==> src/rtl/core_pkg.sv <==
`default_nettype none
// ============================================================================
// Module      : core_pkg
// Description : Core-wide widths, ARF recovery state encoding and beat count.
// Revision    : 1.0 - initial release
// ============================================================================
package core_pkg;

    localparam int XLEN            = 32;
    localparam int ARCH_REGS       = 32;
    localparam int ARF_RECOV_BEATS = ARCH_REGS / 2;

    typedef enum logic [1:0] {
        RS_IDLE  = 2'd0,
        RS_WALK  = 2'd1,
        RS_DRAIN = 2'd2
    } arf_recov_state_t;

endpackage : core_pkg
`default_nettype wire

==> src/rtl/arf_recovery_seq.sv <==
`default_nettype none
// ============================================================================
// Module      : arf_recovery_seq
// Description : Walks the ARF two registers per beat on recovery, streaming
//               them over valid/ready; lends read port 0 to debug while idle.
// Revision    : 1.0 - initial release
// ============================================================================
module arf_recovery_seq #(
    parameter int XLEN      = core_pkg::XLEN,
    parameter int ARCH_REGS = core_pkg::ARCH_REGS,
    localparam int IDX_W    = $clog2(ARCH_REGS)
) (
    input  logic             clk,
    input  logic             reset,
    input  logic             recover_start,
    output logic             recover_busy,
    output logic             recover_done,
    output logic             commit_stall,
    input  logic             dbg_req_valid,
    output logic             dbg_req_ready,
    input  logic [IDX_W-1:0] dbg_addr,
    output logic             dbg_rsp_valid,
    output logic [XLEN-1:0]  dbg_rsp_data,
    output logic [IDX_W-1:0] arf_raddr0,
    input  logic [XLEN-1:0]  arf_rdata0,
    output logic [IDX_W-1:0] arf_raddr1,
    input  logic [XLEN-1:0]  arf_rdata1,
    output logic             rst_valid,
    input  logic             rst_ready,
    output logic [IDX_W-1:0] rst_idx,
    output logic [XLEN-1:0]  rst_data0,
    output logic [XLEN-1:0]  rst_data1
);

    import core_pkg::*;

    localparam logic [IDX_W-1:0] c_last_idx = IDX_W'(ARCH_REGS - 2);
    localparam logic [IDX_W-1:0] c_step     = IDX_W'(2);

    arf_recov_state_t r_state;
    arf_recov_state_t w_state_nxt;

    logic [IDX_W-1:0] r_idx;
    logic             r_rst_valid;
    logic [IDX_W-1:0] r_rst_idx;
    logic [XLEN-1:0]  r_rst_data0;
    logic [XLEN-1:0]  r_rst_data1;
    logic             r_dbg_rsp_valid;
    logic [XLEN-1:0]  r_dbg_rsp_data;

    logic             w_load;
    logic             w_dbg_fire;
    logic             w_done;
    logic             w_dbg_ready;
    logic [IDX_W-1:0] w_raddr0;
    logic [IDX_W-1:0] w_raddr1;

    always_ff @(posedge clk or posedge reset) begin
        if (reset) begin
            r_state <= RS_IDLE;
        end else begin
            r_state <= w_state_nxt;
        end
    end

    always_comb begin
        w_state_nxt = r_state;
        w_load      = 1'b0;
        w_dbg_fire  = 1'b0;
        w_done      = 1'b0;
        w_dbg_ready = 1'b0;
        w_raddr0    = '0;
        w_raddr1    = '0;
        case (r_state)
            RS_IDLE: begin
                w_raddr0    = dbg_addr;
                w_dbg_ready = !recover_start;
                w_dbg_fire  = dbg_req_valid && !recover_start;
                if (recover_start) begin
                    w_state_nxt = RS_WALK;
                end
            end
            RS_WALK: begin
                w_raddr0 = r_idx;
                w_raddr1 = r_idx + 1'b1;
                // The output stage refills whenever it is empty or being drained.
                w_load   = !r_rst_valid || rst_ready;
                if (w_load && (r_idx == c_last_idx)) begin
                    w_state_nxt = RS_DRAIN;
                end
            end
            RS_DRAIN: begin
                if (r_rst_valid && rst_ready) begin
                    w_done      = 1'b1;
                    w_state_nxt = RS_IDLE;
                end
            end
            default: begin
                w_state_nxt = RS_IDLE;
            end
        endcase
    end

    // The index restarts at 0 after the last pair so it never wraps past the top.
    always_ff @(posedge clk or posedge reset) begin
        if (reset) begin
            r_idx <= '0;
        end else if (w_load) begin
            r_idx <= (r_idx == c_last_idx) ? '0 : r_idx + c_step;
        end
    end

    always_ff @(posedge clk or posedge reset) begin
        if (reset) begin
            r_rst_valid <= 1'b0;
            r_rst_idx   <= '0;
            r_rst_data0 <= '0;
            r_rst_data1 <= '0;
        end else if (w_load) begin
            r_rst_valid <= 1'b1;
            r_rst_idx   <= r_idx;
            r_rst_data0 <= arf_rdata0;
            r_rst_data1 <= arf_rdata1;
        end else if (w_done) begin
            r_rst_valid <= 1'b0;
        end
    end

    always_ff @(posedge clk or posedge reset) begin
        if (reset) begin
            r_dbg_rsp_valid <= 1'b0;
            r_dbg_rsp_data  <= '0;
        end else begin
            r_dbg_rsp_valid <= w_dbg_fire;
            if (w_dbg_fire) begin
                r_dbg_rsp_data <= arf_rdata0;
            end
        end
    end

    assign recover_busy  = (r_state != RS_IDLE);
    assign commit_stall  = (r_state != RS_IDLE);
    assign recover_done  = w_done;
    assign dbg_req_ready = w_dbg_ready;
    assign dbg_rsp_valid = r_dbg_rsp_valid;
    assign dbg_rsp_data  = r_dbg_rsp_data;
    assign arf_raddr0    = w_raddr0;
    assign arf_raddr1    = w_raddr1;
    assign rst_valid     = r_rst_valid;
    assign rst_idx       = r_rst_idx;
    assign rst_data0     = r_rst_data0;
    assign rst_data1     = r_rst_data1;

endmodule : arf_recovery_seq
`default_nettype wire

==> config.mk <==
export PLATFORM = sky130hd
export DESIGN_NAME = arf_recovery_seq
export DESIGN_NICKNAME = d
export VERILOG_FILES = /design/src/rtl/core_pkg.sv /design/src/rtl/arf_recovery_seq.sv
export SDC_FILE = /design/constraint.sdc
export NUM_CORES = 1
export LEC_CHECK = 0
export ABC_AREA = 1
export CELL_PAD_IN_SITES_DETAIL_PLACEMENT = 2
export CELL_PAD_IN_SITES_GLOBAL_PLACEMENT = 2
export CORE_MARGIN = 2
export CORE_UTILIZATION = 24
export DETAILED_ROUTE_END_ITERATION = 8
export GPL_ROUTABILITY_DRIVEN = 0
export PLACE_DENSITY = 0.9
export SKIP_LAST_GASP = 1
export SLEW_MARGIN = 30
export SYNTH_ARGS = -nofsm -noshare
export SYNTH_HDL_FRONTEND = slang
export SYNTH_SLANG_ARGS = --single-unit
==> constraint.sdc <==
create_clock -name clk -period 5 [get_ports clk]
set_clock_uncertainty 0.05 [all_clocks]
set_input_delay 1 -clock clk [delete_from_list [all_inputs] [get_ports clk]]
set_output_delay 1 -clock clk [all_outputs]
set_load 0.03 [all_outputs]
==> results.sh, run 1 <==
export IMPL_endpoint_kind="output pin"
export IMPL_yosysSeqAreaShare_pct=61.6
export IMPL_finalSetupTns_ps=0
export IMPL_drv_slew=0
export IMPL_ant_nets=0
export IMPL_setup_worst_path_class="in2out"
export IMPL_n_fill_cell=1972
export IMPL_peakVddDrop_uv=225
export IMPL_hold_class="reg2reg"
export IMPL_synth_most_common_cell="nand2_1"
export IMPL_cts_resized=0
export IMPL_synth_xor_area_share_pct=0.200
export IMPL_final_nets=712
export IMPL_hold_viol_final=0
export IMPL_cts_tree="yes"
export IMPL_status="finished, final reports clean"
export IMPL_synth_net_count=533
export IMPL_clockBufferDepth=2
export IMPL_yosysTopAreaCell="dfrtp_1"
export IMPL_routedWlPerCell_um=16.6
export IMPL_syn_area_mm2=0.00439
export IMPL_slew_headroom_pct=43.9
export IMPL_io_pin_count=191
export IMPL_grt_usage_pct=15.3
export IMPL_drv_cap=0
export IMPL_synth_top_family_by_area="simple AND/OR/NAND/NOR gates"
export IMPL_dieHeight_um=139
export IMPL_cpMostUsedCell="clkdlybuf4s50_1"
export IMPL_start_util_pct=24.4
export IMPL_synth_warnings=0
export IMPL_drt_iter0_markers=104
export IMPL_ctsHtreeMaxLevel=3
export IMPL_dpl_hpwl_mm=10.9
export IMPL_finalSetupViolCount=0
export IMPL_grt_pass1_wl_mm=23.9
export IMPL_seqPwrFrac_pct=35.0
export IMPL_fin_crit_ps=3560
export IMPL_crit_family="buffers and inverters"
export IMPL_holdBufCountCts=0
export IMPL_final_util_pct=37.4
export IMPL_fin_crit_sh_pct=71.2
export IMPL_switching_share_pct=41.1
export IMPL_postRouteWirelength_mm=14.5
export IMPL_hold_depth=2
export IMPL_reg2reg_depth=6
export IMPL_synthArstFlopShare_pct=100
export IMPL_whs_ps=437
export IMPL_path_buf_inv=2
export IMPL_clock_sinks=108
export IMPL_synth_ff_type="dfrtp_1"
export IMPL_r2r_slack_ps=2990
export IMPL_cts_root_buffer="clkbuf_16"
export IMPL_antenna_found_initial=0
export IMPL_synth_top_area_share_pct=61.6
export IMPL_arrival_ps=2510
export IMPL_total_power_mw=3.73
export IMPL_r2r_start="r_state[0]"
export IMPL_grt_ovfl_total=0
export IMPL_path_cells="clkdlybuf4s50_1 -> nand2_1 -> nor3_1 -> clkdlybuf4s50_1"
export IMPL_vias=3810
export IMPL_numPortBuffers=189
export IMPL_placed_area_mm2=0.00640
export IMPL_postCtsSetupBuffers=0
export IMPL_cts_buffers=9
export IMPL_synthMuxAreaShare_pct=0
export IMPL_fmaxAchievable_mhz=281
export IMPL_crit_path_start_kind="input pin"
export IMPL_rows=49
export IMPL_dieArea_mm2=0.0194
export IMPL_drc=0
export IMPL_dr_pass1_iters=6
export IMPL_p_comb_share_pct=45.0
export IMPL_insertedDiodeCount=0
export IMPL_ys_top_cells_by_area="dfrtp_1 (62%), nand2_1 (15%), o21ai_2 (5.4%)"
export IMPL_switching_power_mw=1.53
export IMPL_cp_slowest_cell="clkdlybuf4s50_1"
export IMPL_cp_max_fo=3
export IMPL_grt_start_max_net_pins=80
export IMPL_die_w_um=139
export IMPL_rsz0062_at_grt="false"
export IMPL_worstPathRequired_ps=3950
export IMPL_netlist_instances=458
export IMPL_power_leakage_nw=3.13
export IMPL_area_delta_synth_final_pct=53.0
export IMPL_grt_pass1_vias=4326
export IMPL_synth_top_cells_by_count="nand2_1 (177), dfrtp_1 (108), o21ai_0 (44)"
export IMPL_worst_slew_pin_slew_ps=839
export IMPL_r2r_end="rst_data1[1]"
export IMPL_synth_edf_count=0
export IMPL_clkLatencyLatePin_ps=340
export IMPL_final_area_mm2=0.00671
export IMPL_worstHoldStart="rst_data1[10]"
export IMPL_core_region_area_mm2=0.0180
export IMPL_drive_gt1_share_pct=8.41
export IMPL_synth_seq_cells=108
export IMPL_synth_fa_ha_area_share_pct=0.285
export IMPL_synthSimpleGateAreaFrac_pct=18.2
export IMPL_clkTransAtPathRegs_ps=70
export IMPL_clockPowerShare_pct=20.0
export IMPL_syn_avg_cell_area_um2=9.58
export IMPL_cp_slowest_stage_delay_ps=720
export IMPL_viasPerCell=4.37
export IMPL_synth_cell_types=21
export IMPL_hold_end="rst_data1[10]"
export IMPL_power_density_mw_per_mm2=555
export IMPL_synth_compound_area_share_pct=11.0
export IMPL_p_int_mw=2.20
## cell usage in the layout, fill, tap and decap left out
cell type          n
clkdlybuf4s50_1  189
nand2_8            1
inv_1             41
o21ai_2           27
inv_6              4
clkbuf_16          9
clkinv_2           1
ha_1               1
nand3_1            9
nand2_1          177
o21ai_1            4
dfrtp_1          108
inv_2              2
nand2_2            1
buf_4              3
nand4_1            1
nor2_1            10
nor2_4             2
conb_1             1
bufinv_16          1
clkbuf_8           1
xor2_1             1
a21oi_1            1
nor3_1             1
nand3_4            1
clkinvlp_4         1
o21ai_0           44
## kinds of logic (layout without fill, tap and decap cells)
| kind of cell | Yosys count | after routing |
|---|---|---|
| AND/OR/NAND/NOR | 203 | 203 |
| XOR/XNOR | 1 | 1 |
| flip-flops | 108 | 108 |
| adder cells (fa/ha/maj) | 1 | 1 |
| buffers and inverters | 68 | 252 |
| other | 1 | 1 |
| AO/OA/AOI/OAI | 76 | 76 |
## registers in the layout (all words and copies together), names as in the netlist
name and count:
rst_idx 4, rst_data0 32, dbg_rsp_valid 1, dbg_rsp_data 32, r_idx 4, r_state 2
rst_data1 32, rst_valid 1
## worst reg2reg max path: stages (launching register included)
cell and delay [ps]:
dfrtp_1 460, inv_2 200, nor2_4 70, nand2_8 380, buf_4 570, nand2_1 120, nand2_1 100
## metrics by stage
stage                     cells  setup slack (ps)
after detailed placement    855              1420
after floorplan             458              1100
final                       871              1440
after global placement      855              1480
after global routing        871              1330
after CTS                   871              1420
## power by group through the flow
stage / sequential, mW / combinational [mW] / clock [mW]
after floorplan: 1.77 / 0.456 / 0
after global placement: 1.30 / 1.62 / 0
after detailed placement: 1.32 / 1.70 / 0
after CTS: 1.31 / 1.70 / 0.778
after global routing: 1.34 / 1.78 / 0.812
final: 1.30 / 1.68 / 0.747
## worst max path at each step
stage | startpoint | endpoint | slack [ps] | cells after the start
after floorplan | reset | dbg_rsp_data[0] | 1100 | 1
after global placement | rst_ready | recover_done | 1480 | 4
after detailed placement | rst_ready | recover_done | 1420 | 4
after CTS | rst_ready | recover_done | 1420 | 4
after global routing | rst_ready | recover_done | 1330 | 4
final | rst_ready | recover_done | 1440 | 4
## metal layers
metal	wire [um]	vias to the layer above	global-route usage, %
met5	0	-	0
li1	-	1775	-
met2	7380	123	26.7
met4	202	0	4.73
met3	726	14	3.37
met1	6170	1898	19.0
## layout make-up
type | instances | area [um^2] | share of cell area [%]
Sequential cell | 108 | 2700 | 40.3
Timing Repair Buffer | 192 | 1910 | 28.5
Multi-Input combinational cell | 282 | 1330 | 19.8
Tap cell | 229 | 287 | 4.27
Clock buffer | 10 | 239 | 3.56
Inverter | 44 | 170 | 2.53
Clock inverter | 6 | 68.8 | 1.03
No activity file was read; power rests on OpenSTA's default activity.
==> run 2: changes to the inputs <==
- clock period: 5 -> 3.6 ns (I/O delays scaled with it)
==> run 2 against run 1 <==
Die area unchanged. Worst hold slack got worse by 2.1 ps. Utilization decreased by 0.13 points. Global-route usage decreased by 0.15 points. Total power increased by 36%. Critical path type unchanged. Largest power group unchanged. Highest routed layer unchanged.
==> results.sh, run 2 (same netlist as run 1, synthesis figures left out) <==
export IMPL_endpoint_kind="output pin"
export IMPL_crit_family="buffers and inverters"
export IMPL_holdBufCountCts=0
export IMPL_insertedDiodeCount=0
export IMPL_cts_root_buffer="clkbuf_16"
export IMPL_dieHeight_um=139
export IMPL_dieArea_mm2=0.0194
export IMPL_power_leakage_nw=3.11
export IMPL_drc=0
export IMPL_cp_slowest_stage_delay_ps=730
export IMPL_io_pin_count=191
export IMPL_postRouteWirelength_mm=14.5
export IMPL_path_cells="clkdlybuf4s50_1 -> nand2_1 -> nor3_1 -> clkdlybuf4s50_1"
export IMPL_grt_ovfl_total=0
export IMPL_status="finished, final reports clean"
export IMPL_clkLatencyLatePin_ps=340
export IMPL_critPathLaunch="rst_ready"
export IMPL_worstPathRequired_ps=2830
export IMPL_cts_buffers=9
export IMPL_fin_crit_sh_pct=84.2
export IMPL_antenna_found_initial=0
export IMPL_finalSetupTns_ps=0
export IMPL_dpl_hpwl_mm=10.8
export IMPL_grt_usage_pct=15.2
export IMPL_fmaxAchievable_mhz=330
export IMPL_fin_crit_ps=3030
export IMPL_n_fill_cell=1983
export IMPL_rsz0062_at_grt="false"
export IMPL_grt_start_max_net_pins=109
export IMPL_clock_sinks=108
export IMPL_viasPerCell=4.34
export IMPL_register_area_mm2=0.00270
export IMPL_hold_viol_final=0
export IMPL_arrival_ps=2260
export IMPL_final_common_cell="clkdlybuf4s50_1"
export IMPL_cp_slowest_cell="clkdlybuf4s50_1"
export IMPL_ctsHtreeMaxLevel=3
export IMPL_core_region_area_mm2=0.0180
export IMPL_peakVddDrop_uv=265
export IMPL_drt_iter0_markers=108
export IMPL_vias=3772
export IMPL_place_ws_ps=572
export IMPL_r2r_start="r_state[1]"
export IMPL_grt_pass1_vias=4319
export IMPL_drv_slew=0
export IMPL_routedWlPerCell_um=16.6
export IMPL_worstHoldStart="rst_data1[21]"
export IMPL_multiInputGateArea_mm2=0.00132
export IMPL_slew_headroom_pct=45.5
export IMPL_postCtsSetupBuffers=0
export IMPL_grt_pass1_wl_mm=23.6
export IMPL_cp_max_fo=3
export IMPL_setup_worst_path_class="in2out"
export IMPL_mostFrequentLayoutCells="clkdlybuf4s50_1 (189), nand2_1 (177), dfrtp_1 (108)"
export IMPL_numPortBuffers=189
export IMPL_rows=49
export IMPL_ant_nets=0
export IMPL_start_util_pct=24.4
export IMPL_clockBufferDepth=2
export IMPL_finalSetupViolCount=0
export IMPL_die_w_um=139
export IMPL_drv_cap=0
export IMPL_setup_ws_ps=568
export IMPL_final_nets=712
export IMPL_hold_class="reg2reg"
export IMPL_clkTransAtPathRegs_ps=70
export IMPL_area_delta_synth_final_pct=52.5
export IMPL_cts_resized=0
export IMPL_dr_pass1_iters=4
export IMPL_crit_path_start_kind="input pin"
export IMPL_path_buf_inv=2
export IMPL_cpMostUsedCell="clkdlybuf4s50_1"
export IMPL_drive_gt1_share_pct=7.96
export IMPL_power_density_mw_per_mm2=755
export IMPL_worst_slew_pin_slew_ps=815
export IMPL_cts_tree="yes"
[run 2: changes by cell type in the layout (fill, tap and decap cells not counted)]
cell,delta
inv_6,-4
buf_12,+2
buf_4,-2
clkbuf_1,+2
clkinvlp_4,+2
bufinv_16,-1
clkinv_2,-1
clkinv_4,+1
nand2_4,+1
nand2_8,-1
[run 2: metrics by stage]
stage          instance area [um^2]  power (mW)  hold WS [ps]  std cells  utilization, %
2_1_floorplan                  4390        3.09           421        458               -
5_1_grt                        6690        5.35           467        870            37.2
4_1_cts                        6690        5.15           439        870            37.2
3_3_place_gp                   6410        4.06           412        855            35.7
3_5_place_dp                   6420        4.19           423        855            35.7
6_report                       6690        5.05           434        870            37.2
[run 2: worst paths after layout]
path / slack [ps] / endpoint / cells past startpoint
min in group asynchronous: 860 / rst_data1[12] / 3
hold reg to reg: 430 / rst_data1[21] / 2
hold / removal: 430 / rst_data1[21] / 2
setup / recovery: 570 / recover_done / 4
max in group asynchronous: 2170 / r_idx[4] / 3
setup reg to reg: 1730 / rst_data1[14] / 5
[run 2: per-layer routing]
layer	global-route usage, %	vias to the layer above	part of all wire (%)
met5	0	-	0
met4	4.25	0	1.2
met3	3.58	11	5.4
met2	27.8	120	53
met1	17.7	1875	40
li1	-	1766	-
[run 2: area by class of cell]
| class | instances | area share (%) |
|---|---|---|
| flip-flops and latches | 108 | 40.4 |
| clock buffers | 12 | 3.68 |
| multi-input cells | 282 | 19.8 |
| repair buffers | 192 | 29.0 |
| well taps | 229 | 4.28 |
| inverters | 44 | 2.52 |
| clock inverters | 3 | 0.355 |
[run 2: where the power goes]
group / switching, mW / internal (mW)
clock: 0.443 / 0.487
sequential: 0.229 / 1.57
combinational: 1.41 / 0.917
total: 2.08 / 2.97
[run 2: worst reg2reg max path, delay by kind of cell (launching register included)]
family        cells  cell delay, ps
simple gates      4            1140
buf+inv           1             190
flops             1             440
==> run 3: changes to the inputs <==
- clock period: 3.6 -> 3.1 ns (I/O delays scaled with it)
==> run 3 against run 2 <==
Global-route usage up 0.17 points. Critical path depth unchanged. Clock power up 27%. Sequential cell count unchanged. Register-to-register slack worse by 450 ps. First-iteration DRC count up 16%. Wire length down 0.29%. Cell count up 0.46%. Final area up 0.71%. Non-clock buffer count up 3. Critical path type unchanged. Critical endpoint unchanged. Largest cell class unchanged.
==> results.sh, run 3 (same netlist as run 1, synthesis figures left out) <==
export IMPL_postCtsSetupBuffers=0
export IMPL_hold_end="rst_data1[12]"
export IMPL_status="finished, final reports clean"
export IMPL_p_comb_share_pct=45.3
export IMPL_insertedDiodeCount=0
export IMPL_reg2reg_depth=5
export IMPL_seqPwrFrac_pct=35.0
export IMPL_holdBufCountCts=0
export IMPL_viasPerCell=4.36
export IMPL_grt_ovfl_total=0
export IMPL_register_area_mm2=0.00270
export IMPL_grt_use_met2_pct=27.0
export IMPL_grt_start_max_net_pins=109
export IMPL_core_region_area_mm2=0.0180
export IMPL_rsz0062_at_grt="false"
export IMPL_r2r_slack_ps=1280
export IMPL_dr_pass1_iters=4
export IMPL_slew_headroom_pct=47.4
export IMPL_rows=49
export IMPL_dpl_hpwl_mm=10.8
export IMPL_clkTransAtPathRegs_ps=70
export IMPL_io_pin_count=191
export IMPL_arrival_ps=2160
export IMPL_cp_slowest_stage_delay_ps=720
export IMPL_worstPathRequired_ps=2430
export IMPL_drc=0
export IMPL_cts_buffers=9
export IMPL_drv_cap=0
export IMPL_grt_pass1_vias=4392
export IMPL_path_buf_inv=2
export IMPL_cts_root_buffer="clkbuf_16"
export IMPL_dpl_cell_count=858
export IMPL_die_w_um=139
export IMPL_stdcell_count=874
export IMPL_clockPowerShare_pct=19.7
export IMPL_crit_path_start_kind="input pin"
export IMPL_mostFrequentLayoutCells="clkdlybuf4s50_1 (189), nand2_1 (177), dfrtp_1 (108)"
export IMPL_final_common_cell="clkdlybuf4s50_1"
export IMPL_routedWlPerCell_um=16.5
export IMPL_fmaxAchievable_mhz=353
export IMPL_worst_slew_pin_slew_ps=787
export IMPL_endpoint_kind="output pin"
export IMPL_numPortBuffers=189
export IMPL_grt_busiest_layer="met2"
export IMPL_clkLatencyLatePin_ps=340
export IMPL_power_density_mw_per_mm2=889
export IMPL_switching_share_pct=40.8
export IMPL_fin_crit_sh_pct=91.3
export IMPL_grt_pass1_wl_mm=23.8
export IMPL_fin_crit_ps=2830
export IMPL_met3_usage_pct=3.23
export IMPL_hold_depth=2
export IMPL_crit_family="buffers and inverters"
export IMPL_final_nets=715
export IMPL_antenna_found_initial=0
export IMPL_cts_tree="yes"
export IMPL_grt_util_met1_pct=18.9
export IMPL_hold_class="reg2reg"
export IMPL_vias=3812
export IMPL_clockBufferDepth=2
export IMPL_drv_slew=0
export IMPL_p_int_mw=3.55
export IMPL_start_util_pct=24.4
export IMPL_dieHeight_um=139
export IMPL_r2r_end="r_idx[4]"
export IMPL_n_fill_cell=1962
export IMPL_ctsHtreeMaxLevel=3
export IMPL_drive_gt1_share_pct=8.68
export IMPL_path_cells="clkdlybuf4s50_1 -> nand2_1 -> nor3_1 -> clkdlybuf4s50_1"
export IMPL_dieArea_mm2=0.0194
export IMPL_switching_power_mw=2.44
export IMPL_power_leakage_nw=3.14
export IMPL_area_delta_synth_final_pct=53.6
export IMPL_multiInputGateArea_mm2=0.00132
export IMPL_cts_resized=0
export IMPL_clock_sinks=108
export IMPL_postRouteWirelength_mm=14.4
export IMPL_grt_usage_pct=15.3
export IMPL_cp_slowest_cell="clkdlybuf4s50_1"
export IMPL_hold_viol_final=0
export IMPL_drt_iter0_markers=125
export IMPL_finalSetupTns_ps=0
export IMPL_ant_nets=0
export IMPL_cpMostUsedCell="clkdlybuf4s50_1"
export IMPL_worstHoldStart="rst_data1[12]"
export IMPL_setup_worst_path_class="in2out"
export IMPL_finalSetupViolCount=0
export IMPL_cp_max_fo=3
export IMPL_peakVddDrop_uv=323
export IMPL_r2r_start="r_state[1]"
-- run 3: power groups by stage --
stage / clock, mW / combinational, mW / sequential, mW
3_3_place_gp: 0 / 2.65 / 2.08
5_1_grt: 1.28 / 2.89 / 2.16
2_1_floorplan: 0 / 0.735 / 2.85
6_report: 1.18 / 2.71 / 2.10
3_5_place_dp: 0 / 2.75 / 2.13
4_1_cts: 1.23 / 2.76 / 2.11
-- run 3: layout make-up --
| class | instances | area share, % |
|---|---|---|
| Tap cell | 229 | 4.25 |
| Inverter | 44 | 2.51 |
| Clock inverter | 5 | 0.891 |
| Timing Repair Buffer | 195 | 29.1 |
| Multi-Input combinational cell | 282 | 19.5 |
| Clock buffer | 11 | 3.60 |
| Sequential cell | 108 | 40.1 |
-- run 3: worst max path at each step --
stage               depth (start not counted)           end  slack, ps  startpoint
floorplan                                   2  recover_done       1050   rst_ready
global placement                            4  recover_done        340   rst_ready
detailed placement                          4  recover_done        270   rst_ready
CTS                                         4  recover_done        270   rst_ready
global route                                4  recover_done        150   rst_ready
finish                                      4  recover_done        270   rst_ready
-- run 3: per-stage QoR --
step	hold slack, ps	power (mW)	utilization (%)	setup WS, ps	cell area [um^2]
2_1_floorplan	421	3.58	-	1050	4390
3_3_place_gp	413	4.73	35.8	345	6430
3_5_place_dp	422	4.88	35.8	274	6430
4_1_cts	442	6.09	37.5	267	6740
5_1_grt	466	6.34	37.5	148	6740
6_report	439	5.99	37.5	271	6740
-- run 3: worst min-delay path, delay by kind of cell (launching register included) --
| kind | cells | cell delay, ps |
|---|---|---|
| flops | 1 | 350 |
| simple gates | 2 | 120 |
-- run 3: routing by layer --
layer,part of all wire [%],vias to the layer above
li1,-,1776
met1,42,1900
met2,52,123
met3,5.2,13
met4,1.4,0
met5,0,-
